### src/rtl/ex_mem_stage.sv
// EX/MEM stage: resolves branches/jumps under predict-not-taken, issues a one-cycle
// fetch redirect and registers the instruction behind a valid/ready handshake.
module ex_mem_stage #(
   parameter int XLEN = 32
) (
   input  logic            clk,
   input  logic            rst,
   input  logic            in_valid,
   output logic            in_ready,
   input  logic [XLEN-1:0] in_pc,
   input  logic [XLEN-1:0] in_imm,
   input  logic [XLEN-1:0] in_alu_result,
   input  logic            in_alu_zero,
   input  logic            in_alu_overflow,
   input  logic [XLEN-1:0] in_store_data,
   input  logic [4:0]      in_rd,
   input  logic [2:0]      in_funct3,
   input  logic            in_is_branch,
   input  logic            in_is_jal,
   input  logic            in_is_jalr,
   input  logic            in_mem_read,
   input  logic            in_mem_write,
   input  logic            in_reg_write,
   input  logic            flush,
   output logic            out_valid,
   input  logic            out_ready,
   output logic [XLEN-1:0] out_result,
   output logic [XLEN-1:0] out_store_data,
   output logic [4:0]      out_rd,
   output logic            out_mem_read,
   output logic            out_mem_write,
   output logic            out_reg_write,
   output logic            out_misaligned,
   output logic            redirect_valid,
   output logic [XLEN-1:0] redirect_pc
);

   logic            accept_p0;
   logic            cond_p0;
   logic            taken_p0;
   logic            misaligned_p0;
   logic            redirect_p0;
   logic [XLEN-1:0] target_p0;
   logic [XLEN-1:0] result_p0;

   // Signed compares come from SUB (sign ^ overflow); unsigned ones from SLTU (bit 0).
   function automatic logic branch_cond(input logic [2:0]      f3,
                                        input logic            zero,
                                        input logic            ovf,
                                        input logic [XLEN-1:0] res);
      logic lt;
      lt = res[XLEN-1] ^ ovf;
      case (f3)
         3'b000:  return zero;
         3'b001:  return !zero;
         3'b100:  return lt;
         3'b101:  return !lt;
         3'b110:  return res[0];
         3'b111:  return !res[0];
         default: return 1'b0;
      endcase
   endfunction

   assign in_ready  = !out_valid || out_ready;
   assign accept_p0 = in_valid && in_ready;

   // Stage p0: EX-side resolution of the incoming instruction
   always_comb begin
      cond_p0       = branch_cond(in_funct3, in_alu_zero, in_alu_overflow, in_alu_result);
      taken_p0      = in_is_jal || in_is_jalr || (in_is_branch && cond_p0);
      target_p0     = in_is_jalr ? {in_alu_result[XLEN-1:1], 1'b0} : in_pc + in_imm;
      misaligned_p0 = taken_p0 && target_p0[1];
      redirect_p0   = taken_p0 && !misaligned_p0;
      result_p0     = (in_is_jal || in_is_jalr) ? in_pc + XLEN'(4) : in_alu_result;
   end

   // Stage p1: EX/MEM register and redirect pulse
   always_ff @(posedge clk or posedge rst) begin
      if (rst) begin
         out_valid      <= 1'b0;
         out_result     <= '0;
         out_store_data <= '0;
         out_rd         <= '0;
         out_mem_read   <= 1'b0;
         out_mem_write  <= 1'b0;
         out_reg_write  <= 1'b0;
         out_misaligned <= 1'b0;
         redirect_valid <= 1'b0;
         redirect_pc    <= '0;
      end else if (flush) begin
         out_valid      <= 1'b0;
         redirect_valid <= 1'b0;
      end else if (accept_p0) begin
         out_valid      <= 1'b1;
         out_result     <= result_p0;
         out_store_data <= in_store_data;
         out_rd         <= in_rd;
         // A misaligned transfer travels on only to raise the trap in MEM.
         out_mem_read   <= in_mem_read  && !misaligned_p0;
         out_mem_write  <= in_mem_write && !misaligned_p0;
         out_reg_write  <= in_reg_write && !misaligned_p0;
         out_misaligned <= misaligned_p0;
         redirect_valid <= redirect_p0;
         if (redirect_p0)
            redirect_pc <= target_p0;
      end else begin
         redirect_valid <= 1'b0;
         if (out_ready)
            out_valid <= 1'b0;
      end
   end

endmodule
### config.mk
export PLATFORM = sky130hd
export DESIGN_NAME = ex_mem_stage
export DESIGN_NICKNAME = d
export VERILOG_FILES = /design/src/rtl/ex_mem_stage.sv
export SDC_FILE = /design/constraint.sdc
export NUM_CORES = 1
export LEC_CHECK = 0
export ABC_AREA = 1
export BUFFER_PORTS_ARGS = -buffer_cell sky130_fd_sc_hd__buf_4
export CAP_MARGIN = 25
export CORE_ASPECT_RATIO = 1.1
export CORE_MARGIN = 3
export CORE_UTILIZATION = 39
export DETAILED_ROUTE_END_ITERATION = 8
export GPL_ROUTABILITY_DRIVEN = 0
export SLEW_MARGIN = 10
export SYNTH_ARGS = -nofsm -noshare
export SYNTH_HDL_FRONTEND = slang
export SYNTH_SLANG_ARGS = --single-unit
### constraint.sdc
create_clock -name clk -period 4.8 [get_ports clk]
set_clock_uncertainty 0.2 [all_clocks]
set_input_delay 0.48 -clock clk [delete_from_list [all_inputs] [get_ports clk]]
set_output_delay 0.48 -clock clk [all_outputs]
set_load 0.005 [all_outputs]
# Word-level counts from Yosys, hierarchy flattened
# Cells that the tools add are included.
[word_totals]
register_bits = 107
latch_bits = 0
ram_bits = 0
mem_bits_ro = 0
inputBits = 149
out_inout_bits = 108
wordCells = 46
n_memories = 0
[classes]
n_addsub = 2
mul = 0
div = 0
order_cmp = 0
n_eq_ne = 5
shift = 0
n_mux = 8
n_bitwise = 2
n_reduce_logical = 19
[op_table]
columns = ["op", "n"]
rows = [
  ["$mux 32", 2],
  ["$add 32x3->32 const B", 1],
  ["$add 32x32->32", 1],
  ["$eq 3x3->1 const B", 4],
  ["$logic_and 1x1->1", 7],
  ["$pmux 1 s6", 1],
  ["$logic_not 1->1", 5],
  ["$mux 1", 5],
  ["$eq 3x1->1 const B", 1],
  ["$logic_not 3->1", 1],
  ["$logic_or 1x1->1", 3],
  ["$reduce_and 3->1", 1],
  ["$reduce_bool 3->1", 1],
  ["$reduce_and 2->1", 1],
  ["$not 1->1", 1],
  ["$xor 1x1->1", 1],
]

# Longest topological paths before layout
[logic_depth]
ltp_word = 10
depth_mapped = 15
ltp_nobuf = 15

# Worst setup path before layout
# Ideal clock, no wire load.
[synth_path]
kind = "input-to-reg"
start = "in in_pc[0]"
end = "reg redirect_pc[12]"
setup_ns = 0.116
arrival_time_ns = 2.000
setup_slack_ns = 2.483
path_stages = 11
cell_sequence = "ha_1 -> fa_1 -> nand3_1 -> nand3_1 -> nand3_1 -> nand3b_1 -> or2_2 -> nand3_1 -> nand2_1 -> nand2_1 -> nand2_1"
[synth_between]
elab_chain_cells = 6
[synth_lines]
columns = ["element", "line_no", "source"]
rows = [
  ["from (decl)", "10", "input logic [XLEN-1:0] in_pc,"],
  ["$add 32x32->32 (*)", "71", "target_p0 = in_is_jalr ? {in_alu_result[XLEN-1:1], 1'b0} : in_pc + in_imm;"],
  ["$mux 32 (*)", "71", ""],
  ["$logic_and 1x1->1", "72", "misaligned_p0 = taken_p0 && target_p0[1];"],
  ["$logic_not 1->1", "73", "redirect_p0 = taken_p0 && !misaligned_p0;"],
  ["$logic_and 1x1->1", "73", ""],
  ["$reduce_and 3->1 (no source line)", "-", ""],
  ["to (signal assigned)", "105", "redirect_pc <= target_p0;"],
  ["to (decl)", "35", "output logic [XLEN-1:0] redirect_pc"],
]
# Every way passes the cells marked *; elsewhere a longest branch is shown, timed or not.
# A chain may end at the register's enable or synchronous reset.

# Final worst setup path
[layout_path]
start = "in in_pc[0]"
end = "reg redirect_pc[17]"
# Same word-level chain as after synthesis.

==> metrics <==
pin count of the biggest net entering global routing=73; M1 WL=12,800 µm; max incr delay on CP=0.47 ns; share of async-settable or async-resettable flops after synthesis=1.00; DRC violations left=0; CTS max path bufs=2; startpoint types=primary input; Max Cap Viol=0; Detailed Place HPWL=24,000 µm; met3 WL post-DR=1980 µm; RSZ-0062 raised after global routing=false; Tcrit/Tclk final=0.530; Yosys reg bits=107; PwrDens=around 290 nW/µm²; status=completed; setup_tns=0 ns; WL final=between 20,000 and 30,000 µm; kind of critical path=primary input to register; n_diodes=0; die width=approximately 140 µm; Hold Worst Slack=roughly 0.12 ns; overall routing resource usage=0.263; leading area contributor after synthesis=dfrtp_1; minimum clock period=2.55 ns; final net count=approximately 1,700; CP most frequent cell=nand2_1; Vias=8,672; worst flop-to-flop path endpoint=redirect_pc[17]; dominant cell by count in the synthesized netlist=nand2_1; Post-Syn Instances=~1,300; Syn Nets=~1,500; R2R setup slack=between 2 and 3 ns; layout cells sized above 1=0.204; met2 wire len=14,400 µm; EDFF count, synth=0; dominant cells by area after synthesis=dfrtp_1 (34%), nand2_1 (27%), inv_1 (6.9%); Via density=4.90; Buf/Inv on CP=2; worst hold stages=2; Pre-antenna DRT Iters=5; CTS root buffer=clkbuf_16; WL/cell=around 17 µm; I/O Buffers=256; CTS tree=done; yosys warns=0; Max Used Layer=met4; Seq/Total Area, Yosys=0.338; grt total ovfl=0; Detail Route Antenna Nets=0; Post-CTS Resized=0; Tot Pwr=3.01 mW; worst ir drop on vdd=0.162 mV; reg2reg path depth=9; Worst path top cell family by delay=adder cells; number of top-level pins=257; Leak=5.93 nW; crit-path cells=buf_4, ha_1, fa_1, nand2_1, nand2_1, nor2_1, nand2_4, inv_2, nand3_1, nand2_1; worst hold path startpoint=flush; Synth top area share=0.338; Synth top cells by count=nand2_1 (567), inv_1 (146), nor2_1 (118); Worst Hold End=out_valid; max frequency=0.393 GHz; # setup viols final=0; number of fill cells=2,135; final-report max-slew violation count=0; crit end category=register; CP arrival=2.63 ns; Worst slew margin=0.386; Crit Reg-Reg Startpoint=out_valid; core area=19,900 µm²; Post-CTS Setup Inserts=0; vias in the first global route=8,130; Die Y-Extent=roughly 160 µm; cts bufs inserted=9; Post-synth top flop=dfrtp_1; initial antenna violation count=0; total clock sinks=107; Reg clk slew, reported paths=0.07 ns; 1st-iter DRT viols=470; Netlist cell types=39; die area=around 22,000 µm²; clk_lat worst skew=0.34 ns; worst hold path type=primary input to register; Slew @ Worst Pin=0.921 ns; Starting Density=0.398; CP required=4.88 ns; Syn-to-layout area delta=30.7%; H-tree depth=3; Avg Cell Area, Syn=6.22 µm²; worst-path fanout max=50; Mapped Area=7910 µm²; Slowest cell on crit path=fa_1; first-pass GRT wire length=45,100 µm; Row Count=54; Hold Violations, Final=0; Hold-fix buffers, CTS=0
==> sequential cells by signal, indices dropped and copies added, names as in the netlist <==
| register | flops |
|---|---|
| out_rd | 5 |
| out_valid | 1 |
| out_result | 32 |
| out_mem_write | 1 |
| out_store_data | 32 |
| out_mem_read | 1 |
| out_reg_write | 1 |
| out_misaligned | 1 |
| redirect_pc | 32 |
| redirect_valid | 1 |
==> cell type report <==
class	count	area [µm²]	share of cell area
multi-input cells	978	4510	0.436
flip-flops and latches	107	2680	0.259
repair buffers	261	1960	0.189
inverters	154	581	0.0561
well taps	252	315	0.0305
clock buffers	11	243	0.0235
clock inverters	5	60.1	0.00581
==> metal layers <==
layer / track usage / vias up
met5: 0 / -
met3: 0.0344 / 36
li1: - / 4410
met1: 0.346 / 3925
met2: 0.455 / 301
met4: 0.0672 / 0
==> worst max-delay path by stage <==
stage             start  cells after the start              end
6_report       in_pc[0]                     10  redirect_pc[17]
4_1_cts        in_pc[0]                     10  redirect_pc[17]
5_1_grt        in_pc[0]                     10  redirect_pc[18]
2_1_floorplan       rst                      1     out_mem_read
3_5_place_dp   in_pc[0]                     10  redirect_pc[18]
3_3_place_gp   in_pc[0]                     10  redirect_pc[18]
==> cell families after synthesis <==
| kind of cell | share of synthesized area |
|---|---|
| simple gates | 0.434 |
| buf+inv | 0.0922 |
| flops | 0.338 |
| compound gates | 0.0650 |
| fa+ha+maj | 0.0531 |
| xor+xnor | 0.0144 |
| mux | 0.00253 |
==> power breakdown <==
part           total, mW  internal [mW]  switching (mW)  leakage [nW]
combinational       1.05          0.487           0.564          4.47
clock              0.766          0.423           0.344         0.147
sequential          1.19           1.07           0.118          1.32
total               3.01           1.98            1.03          5.93
==> worst reg2reg max path: cells and delay by family, from the launching register on <==
kind	cells	cell delay, ns
flops	1	0.41
buf+inv	2	0.48
simple gates	7	0.98
==> through the flow <==
| stage | setup slack [ns] | instances | instance area [µm²] | utilization |
|---|---|---|---|---|
| after floorplan | 1.30 | 1272 | 7910 | - |
| after global placement | 1.94 | 1752 | 10000 | 0.505 |
| after detailed placement | 1.90 | 1752 | 10000 | 0.505 |
| after CTS | 2.24 | 1768 | 10300 | 0.521 |
| after global routing | 2.02 | 1768 | 10300 | 0.521 |
| final | 2.25 | 1768 | 10300 | 0.521 |
==> cells in the final DEF (no fill, tap or decap), drive strengths merged, types with 11 or more instances in the layout <==
| cell | n |
|---|---|
| nand2 | 575 |
| buf | 261 |
| inv | 155 |
| nor2 | 126 |
| dfrtp | 107 |
| nand3 | 82 |
| a21oi | 49 |
| o21ai | 33 |
| ha | 32 |
| nor3 | 15 |
| clkbuf | 11 |
| or2 | 11 |
(Power assumes the default switching activity.)
